`src/rtl/axi_dma_pkg.sv`:
```
// Shared types for the AXI DMA read command sequencer.
// Optional 4 KiB splitting: AXI_DMA_RD_CMD_SEQ_SPLIT_4K_EN.
package axi_dma_pkg;

  localparam int DESC_AW = 64;
  localparam int DESC_RW = 16;
  localparam int AXI_4K_BOUNDARY = 4096;

  typedef struct packed {
    logic [DESC_AW-1:0] base;
    logic [31:0]        row_bytes;
    logic [DESC_RW-1:0] rows;
    logic [31:0]        stride;
  } dma_rd_desc_t;

  typedef enum logic [1:0] {
    IDLE,
    ISSUE,
    DRAIN,
    DONE
  } seq_state_e;

endpackage

```
`src/rtl/axi_dma_rd_cmd_split.sv`:
```
// Clips a read piece so it never crosses a 4 KiB boundary.
// Used only when AXI_DMA_RD_CMD_SEQ_SPLIT_4K_EN is defined.
module axi_dma_rd_cmd_split
  import axi_dma_pkg::*;
#(
  parameter int ADDR_WIDTH = 64
)(
  input  logic [ADDR_WIDTH-1:0] addr_i,
  input  logic [31:0]           rem_i,
  output logic [31:0]           len_o,
  output logic [ADDR_WIDTH-1:0] next_addr_o
);

  logic [12:0] room;

  assign room = 13'(AXI_4K_BOUNDARY) - {1'b0, addr_i[11:0]};
  assign len_o = (rem_i > {19'd0, room}) ? {19'd0, room} : rem_i;
  assign next_addr_o = addr_i + ADDR_WIDTH'(len_o);

endmodule

```
`src/rtl/axi_dma_rd_cmd_seq.sv`:
```
// Expands a 2D strided tile descriptor into DMA row read commands.
// Define AXI_DMA_RD_CMD_SEQ_SPLIT_4K_EN to split rows at 4 KiB.
module axi_dma_rd_cmd_seq
  import axi_dma_pkg::*;
#(
  parameter int ADDR_WIDTH      = 64,
  parameter int ROWS_WIDTH      = 16,
  parameter int MAX_OUTSTANDING = 4
)(
  input  logic                  clk,
  input  logic                  rst,
  input  logic                  desc_valid,
  output logic                  desc_ready,
  input  logic [ADDR_WIDTH-1:0] desc_base,
  input  logic [31:0]           desc_row_bytes,
  input  logic [ROWS_WIDTH-1:0] desc_rows,
  input  logic [31:0]           desc_stride,
  output logic                  init_read,
  output logic [ADDR_WIDTH-1:0] axi_start_addr,
  output logic [31:0]           axi_byte_length,
  input  logic                  axi_start_ready,
  input  logic                  axi_idle,
  output logic                  busy,
  output logic                  done,
  output logic                  err,
  output logic [31:0]           cmd_count
);

  localparam int OW = $clog2(MAX_OUTSTANDING + 1);

  seq_state_e            state_q, state_d;
  dma_rd_desc_t          in_desc;
  logic [ROWS_WIDTH-1:0] rows_q, rows_d, row_q, row_d;
  logic [31:0]           rbytes_q, rbytes_d, stride_q, stride_d;
  logic [31:0]           rem_q, rem_d, len_q, len_d, cnt_q, cnt_d;
  logic [ADDR_WIDTH-1:0] row_addr_q, row_addr_d, addr_q, addr_d;
  logic [ADDR_WIDTH-1:0] end_q, end_d;
  logic [OW-1:0]         out_q, out_d;
  logic                  init_q, init_d, rdy_q, rdy_d;
  logic                  err_q, err_d, arm_q, arm_d;
  logic                  hs, xfer, row_end, last, can_issue;
  logic [ADDR_WIDTH-1:0] nx_addr, nx_end;
  logic [31:0]           nx_rem, nx_len;

  assign in_desc = '{
    base:      DESC_AW'(desc_base),
    row_bytes: desc_row_bytes,
    rows:      DESC_RW'(desc_rows),
    stride:    desc_stride
  };

  assign hs      = desc_valid && rdy_q;
  assign xfer    = init_q && axi_start_ready;
  assign row_end = len_q == rem_q;
  assign last    = row_end && (row_q == rows_q - ROWS_WIDTH'(1));

  // Conservative throttle: any idle cycle without a transfer empties it.
  assign out_d = xfer ? out_q + OW'(1) : (axi_idle ? '0 : out_q);
  assign can_issue = out_d < OW'(MAX_OUTSTANDING);

  always_comb begin
    nx_addr = end_q;
    nx_rem  = rem_q - len_q;
    if (state_q == IDLE) begin
      nx_addr = ADDR_WIDTH'(in_desc.base);
      nx_rem  = in_desc.row_bytes;
    end else if (row_end) begin
      nx_addr = row_addr_q + ADDR_WIDTH'(stride_q);
      nx_rem  = rbytes_q;
    end
  end

`ifdef AXI_DMA_RD_CMD_SEQ_SPLIT_4K_EN
  axi_dma_rd_cmd_split #(
    .ADDR_WIDTH(ADDR_WIDTH)
  ) u_split (
    .addr_i     (nx_addr),
    .rem_i      (nx_rem),
    .len_o      (nx_len),
    .next_addr_o(nx_end)
  );
`else
  assign nx_len = nx_rem;
  assign nx_end = nx_addr + ADDR_WIDTH'(nx_rem);
`endif

  always_comb begin
    state_d    = state_q;
    rows_d     = rows_q;
    row_d      = row_q;
    rbytes_d   = rbytes_q;
    stride_d   = stride_q;
    rem_d      = rem_q;
    len_d      = len_q;
    cnt_d      = cnt_q;
    row_addr_d = row_addr_q;
    addr_d     = addr_q;
    end_d      = end_q;
    init_d     = init_q;
    arm_d      = arm_q;
    err_d      = 1'b0;
    unique case (state_q)
      IDLE: begin
        if (hs) begin
          if (in_desc.rows == '0 || in_desc.row_bytes == '0) begin
            err_d = 1'b1;
          end else begin
            state_d    = ISSUE;
            rows_d     = ROWS_WIDTH'(in_desc.rows);
            rbytes_d   = in_desc.row_bytes;
            stride_d   = in_desc.stride;
            row_d      = '0;
            row_addr_d = nx_addr;
            addr_d     = nx_addr;
            rem_d      = nx_rem;
            len_d      = nx_len;
            end_d      = nx_end;
          end
        end
      end
      ISSUE: begin
        if (xfer) begin
          cnt_d = cnt_q + 32'd1;
          if (last) begin
            init_d  = 1'b0;
            arm_d   = 1'b0;
            state_d = DRAIN;
          end else begin
            if (row_end) begin
              row_d      = row_q + ROWS_WIDTH'(1);
              row_addr_d = nx_addr;
            end
            addr_d = nx_addr;
            rem_d  = nx_rem;
            len_d  = nx_len;
            end_d  = nx_end;
            init_d = can_issue;
          end
        end else if (!init_q) begin
          init_d = can_issue;
        end
      end
      DRAIN: begin
        // Idle is trusted only from the second cycle after the last command.
        arm_d = 1'b1;
        if (arm_q && axi_idle) state_d = DONE;
      end
      DONE: state_d = IDLE;
      default: state_d = IDLE;
    endcase
    rdy_d = state_d == IDLE;
  end

  always_ff @(posedge clk) begin
    if (rst) begin
      state_q    <= IDLE;
      rows_q     <= '0;
      row_q      <= '0;
      rbytes_q   <= '0;
      stride_q   <= '0;
      rem_q      <= '0;
      len_q      <= '0;
      cnt_q      <= '0;
      row_addr_q <= '0;
      addr_q     <= '0;
      end_q      <= '0;
      out_q      <= '0;
      init_q     <= 1'b0;
      rdy_q      <= 1'b0;
      err_q      <= 1'b0;
      arm_q      <= 1'b0;
    end else begin
      state_q    <= state_d;
      rows_q     <= rows_d;
      row_q      <= row_d;
      rbytes_q   <= rbytes_d;
      stride_q   <= stride_d;
      rem_q      <= rem_d;
      len_q      <= len_d;
      cnt_q      <= cnt_d;
      row_addr_q <= row_addr_d;
      addr_q     <= addr_d;
      end_q      <= end_d;
      out_q      <= out_d;
      init_q     <= init_d;
      rdy_q      <= rdy_d;
      err_q      <= err_d;
      arm_q      <= arm_d;
    end
  end

  assign desc_ready      = rdy_q;
  assign init_read       = init_q;
  assign axi_start_addr  = addr_q;
  assign axi_byte_length = len_q;
  assign busy            = (state_q == ISSUE) || (state_q == DRAIN);
  assign done            = state_q == DONE;
  assign err             = err_q;
  assign cmd_count       = cnt_q;

endmodule

```
`config.mk`:
```
export PLATFORM = sky130hd
export DESIGN_NAME = axi_dma_rd_cmd_seq
export DESIGN_NICKNAME = d
export VERILOG_FILES = /design/src/rtl/axi_dma_pkg.sv /design/src/rtl/axi_dma_rd_cmd_split.sv /design/src/rtl/axi_dma_rd_cmd_seq.sv
export SDC_FILE = /design/constraint.sdc
export NUM_CORES = 1
export LEC_CHECK = 0
export BUFFER_PORTS_ARGS = -buffer_cell sky130_fd_sc_hd__buf_2
export CORE_MARGIN = 2
export CORE_UTILIZATION = 30
export DETAILED_ROUTE_END_ITERATION = 10
export HOLD_SLACK_MARGIN = 0.06
export PLACE_DENSITY = 0.54
export SYNTH_ARGS = -nofsm -noshare
export SYNTH_HDL_FRONTEND = slang
export SYNTH_SLANG_ARGS = --single-unit
```
`constraint.sdc`:
```
create_clock -name clk -period 3.7 [get_ports clk]
set_input_delay 0.185 -clock clk [delete_from_list [all_inputs] [get_ports clk]]
set_output_delay 0.185 -clock clk [all_outputs]
set_load 0.02 [all_outputs]
```
; ---- After elaboration in Yosys (flattened, before gate mapping)
; Cells that the tools add are included.
[totals]
out_inout_bits = 133
elab_cells = 79
inputBits = 149
regBits = 233
[op_classes]
reduce_logical = 16
eq_ne = 9
bitwise = 3
add_sub_neg = 5
magnitude_cmp = 1
mux = 32
[op_table]
columns = cell, count
row1 = $mux 64, 5
row2 = $mux 32, 5
row3 = $pmux 64 s2, 1
row4 = $add 64x32->64, 1
row5 = $mux 16, 4
row6 = $pmux 32 s2, 1
row7 = $add 32x1->32 const B, 1
row8 = $logic_not 32->1, 1
row9 = $pmux 16 s2, 1
row10 = $add 16x1->16 const B, 1
row11 = $eq 16x16->1, 1
row12 = $logic_not 16->1, 1
row13 = $sub 16x1->16 const B, 1
row14 = $mux 2, 5
row15 = $ne 2x2->1 const B, 5
row16 = $pmux 2 s4, 1
row17 = $mux 1, 6
row18 = $mux 3, 2
row19 = $reduce_and 3->1, 2
row20 = $reduce_and 5->1, 1
row21 = $eq 2x2->1 const B, 2
row22 = $logic_not 2->1, 2
row23 = $reduce_bool 2->1, 2
row24 = $add 3x1->3 const B, 1
row25 = other kinds (8), 13

; ---- Logic depth before layout (Yosys ltp)
[depth]
depth_word = 6
mapped_depth = 14
ltp_nobuf = 12

; ---- Worst setup path after synthesis
; Ideal clock, no wire load.
[synth_timing]
path_kind = reg-to-reg
startpoint = reg rows_q[0]
endpoint = reg addr_q[16] (netlist: axi_start_addr[16])
synth_period_minus_slack_ns = 3.590
required_time_ns = 3.566
arrival_ns = 3.455
path_buffers = 3
setup_ns = 0.134
slack_ns = 0.110
path_stages_with_launch = 15
path_cell_list = dfxtp_1 -> inv_1 -> ha_1 -> or4b_1 -> clkbuf_1 -> or4b_1 -> and3_1 -> o31a_1 -> or4b_4 -> o211ai_2 -> nand2_2 -> buf_6 -> buf_2 -> nor2_1 -> nor3_1
[synth_via]
elab_chain_cells = 4
[synth_lines]
columns = item, line
row1 = from (decl), axi_dma_rd_cmd_seq.sv:33  ; logic [ROWS_WIDTH-1:0] rows_q, rows_d, row_q, row_d;
row2 = from (signal assigned), axi_dma_rd_cmd_seq.sv:174  ; rows_q <= rows_d;
row3 = $sub 16x1->16, axi_dma_rd_cmd_seq.sv:55  ; assign last = row_end && (row_q == rows_q - ROWS_WIDTH'(1));
row4 = $eq 16x16->1, axi_dma_rd_cmd_seq.sv:55
row5 = $ne 2x2->1 (no source line), -
row6 = $reduce_and 5->1 (no source line), -
row7 = to (signal assigned), axi_dma_rd_cmd_seq.sv:182  ; addr_q <= addr_d;
row8 = to (decl), axi_dma_rd_cmd_seq.sv:36  ; logic [ADDR_WIDTH-1:0] row_addr_q, row_addr_d, addr_q, addr_d;
; No other way between the ends.
; A chain may end at the register's enable or synchronous reset.

; ---- Worst setup path in the final report
[layout_timing]
startpoint = reg rows_q[0]
endpoint = reg addr_q[51] (netlist: axi_start_addr[51])
; Same word-level chain as after synthesis.

==> flow_metrics.py <==
metrics = {
    "route": {
        "wl_per_cell_um": 18.8,
        "ant_nets": 0,
        "drt_first_pass_iters": 5,
        "routed_via_density": 5.24,
        "drtIter0Drc": 878,
        "vias": 13621,
        "routed_wl_um": 48900,
        "drc": 0,
    },
    "worst_setup_path": {
        "worst_setup_path_start_kind": "flop",
        "cp_max_fo": 7,
        "r2r-start": "rows_q[0]",
        "arrival_ps": 4050,
        "reg2reg_setup_slack_ps": 80,
        "critical_path.max_stage_delay_ps": 560,
        "reg2reg_to": "axi_start_addr[51]",
        "end_kind": "flop",
        "slowest_stage": "or4b_4",
        "reg2regPathDepth": 13,
        "critPathTopFamily": "simple AND/OR/NAND/NOR gates",
        "crit_type": "flop to flop",
        "critical_path_buf_inv_count": 3,
        "path_common_cell": "or4b_4",
        "cp.required_ps": 4130,
        "worstPathCellList": "inv_2 -> ha_4 -> or4b_4 -> or4b_1 -> and3_1 -> o31a_1 -> or4b_4 -> o211ai_4 -> buf_12 -> nand2_8 -> buf_16 -> a21oi_1 -> a211oi_2",
    },
    "clock_tree": {
        "clkSinkCount": 233,
        "root_buffer": "clkbuf_16",
        "cts_buffer_depth": 3,
        "worstSkewPairLatency_ps": 580,
        "cts_tree": "done",
        "clk_pin_slew_ps": 60,
        "htreeDepth": 1,
        "cts_buffers": 29,
    },
    "synthesis": {
        "synth-edff-count": 0,
        "syn_avg_cell_area_um2": 7.96,
        "synthXorXnorAreaFrac_pct": 5.40,
        "yosysMostFrequentCell": "nand2_1",
        "synth_area_mm2": 0.0128,
        "yosys.area.top_type": "dfxtp_1",
        "synth_top_area_share_pct": 36.4,
        "ys.flop_type": "dfxtp_1",
        "yosys-top-cells-area": "dfxtp_1, nand2_1, a21oi_1, a211oi_2, nor2_1",
        "seq_area_frac_synth_pct": 36.4,
        "synth_top_cells_by_count": "nand2_1, dfxtp_1, a21oi_1",
        "synth_top_family_by_area": "compound AO/OA/AOI/OAI gates",
        "synth_simple_gate_area_share_pct": 22.7,
        "synth_compound_area_share_pct": 24.0,
        "synth.yosys.warnings": 0,
        "synth_cell_types": 76,
        "synth_nets": 1799,
        "synth_cells": 1609,
        "ys_seq_elements": 233,
        "synth-adder-area-share_pct": 4.06,
        "synthMuxAreaShare_pct": 3.06,
        "ys_async_sr_fraction_pct": 0,
    },
    "placement": {
        "place.gp.congestion": 0.881,
        "port_buffers": 281,
        "place_ws_ps": 2.78,
        "dp_cells": 2372,
        "hpwl_um": 31200,
    },
    "layout": {
        "layout-drive-gt1-share_pct": 24.6,
        "area_delta_synth_final_pct": 39.4,
        "finalNonFillerCells": 2598,
        "finalNetCount": 2224,
    },
    "timing": {
        "fin_crit_ps": 3620,
        "hold_viol": 0,
        "maxSlewHeadroom_pct": 30.2,
        "rsz0062_at_grt": "yes",
        "fin_crit_sh_pct": 97.8,
        "setup-violations-final": 0,
        "max_freq_mhz": 276,
        "worstMarginPinSlew_ps": 1050,
        "skew_ps": 19.3,
        "slew_violations": 0,
        "layout_setup_ws_ps": 79.8,
    },
    "grt": {
        "grt-ovfl-total": 0,
        "grt_pass1_vias": 13011,
        "antenna_found_initial": 2,
        "grt_max_degree": 86,
        "grt_usage_pct": 19.4,
        "grt_pass1_wl_um": 69900,
    },
    "floorplanning": {
        "ios": 282,
        "die_y_um": 211,
        "start_util_pct": 30.5,
        "fp-row-count": 75,
        "die_w_um": 211,
        "core-area_mm2": 0.0420,
        "die_area_mm2": 0.0444,
    },
    "power_and_ir_drop": {
        "ir_drop_mv": 0.323,
        "p_leak_uw": 0.00738,
        "powerDensity_mw_per_mm2": 406,
        "totalPowerFinal_uw": 7260,
    },
    "worst_hold_path": {
        "hold_start": "desc_base[28]",
        "min_to": "axi_start_addr[28]",
        "whs_path_depth": 5,
        "worst_hold_path_type": "primary input to flop",
    },
    "run": {
        "maxCapViolCount": 0,
    },
    "status": {
        "status": "completed",
    },
}
[power breakdown]
group / internal [µW] / total (µW) / leakage, µW / switching (µW)
clock: 1600 / 2810 / 0.000475 / 1210
sequential: 2660 / 2800 / 0.00190 / 134
combinational: 685 / 1650 / 0.00501 / 965
[sequential cells by signal, indices dropped and copies added, names as in the netlist]
signal / cells
rows_q: 16
cmd_count: 32
row_q: 16
arm_q: 1
desc_ready: 1
axi_byte_length: 32
err: 1
init_read: 1
out_q: 3
rbytes_q: 32
stride_q: 32
state_q: 2
axi_start_addr: 64
[logic make-up (layout without fill, tap and decap cells)]
| kind of cell | Yosys count | after routing |
|---|---|---|
| adder cells (fa/ha/maj) | 41 | 41 |
| XOR/XNOR | 79 | 79 |
| multiplexers | 39 | 39 |
| buffers and inverters | 130 | 576 |
| AO/OA/AOI/OAI | 442 | 442 |
| flip-flops | 233 | 233 |
| other | 0 | 2 |
| AND/OR/NAND/NOR | 645 | 647 |
[layer usage]
| metal | vias up | track usage (%) | share of wire, % |
|---|---|---|---|
| met5 | - | 0 | 0 |
| met1 | 6542 | 25.2 | 45 |
| li1 | 6617 | - | - |
| met3 | 80 | 3.55 | 5.3 |
| met2 | 382 | 32.8 | 47 |
| met4 | 0 | 5.44 | 2.6 |
[stage by stage]
step           hold WS [ps]  TNS, ps  util, %  instance area (µm²)
2_1_floorplan           321        0        -                12800
3_3_place_gp            428        0     35.4                14900
3_5_place_dp            431        0     35.4                14900
4_1_cts                 158        0     41.1                17300
5_1_grt                 235     -228     42.5                17900
6_report                190        0     42.5                17900
[area by class of cell]
cell class	instances	area, µm²
diodes	2	5.00
clock buffers	39	843
clock inverters	15	98.8
fillers	4230	24200
inverters	29	109
multi-input cells	1248	7820
flip-flops and latches	233	4670
well taps	539	674
repair buffers	493	3640
[placed cells by master (no fill, tap or decap), types with 20 or more instances in the layout]
cell type      count
nand4_1           25
nor2_1           149
and3_1            20
nor4_1            22
buf_2            280
dfxtp_1          231
ha_1              38
dlygate4sd3_1    146
nand3_1           41
a211oi_2          52
inv_1             26
a211oi_1          22
nand2_1          280
or3_1             22
nor3_1            30
o21ai_0           72
mux2i_1           38
buf_4             42
a21oi_1          157
xnor2_1           42
clkbuf_16         37
xor2_1            37
[how the worst max path moves through the flow]
stage,start,end,slack [ps],cells after the start
2_1_floorplan,rows_q[0],axi_start_addr[16],110,14
3_3_place_gp,rows_q[0],axi_byte_length[12],50,12
3_5_place_dp,rows_q[1],axi_byte_length[7],3,12
4_1_cts,rows_q[1],axi_start_addr[49],20,12
5_1_grt,rows_q[0],axi_start_addr[51],-20,13
6_report,rows_q[0],axi_start_addr[51],80,13
[tightest hold or removal path, cell delays in order]
cell and delay (ps):
buf_2 100, nand2_1 130, a21oi_1 100, a21oi_1 130, o21ai_1 70
[what timing repair did]
action | CTS | global route
pin swaps | 0 | 6
gates cloned | 0 | 21
hold buffers | 146 | 0
endpoints found under the setup margin | 7 | 107
buffers inserted | 0 | 3
gates resized for setup | 1 | 46
hold endpoints to repair | 179 | 0
Power figures use the tool's default switching activity.
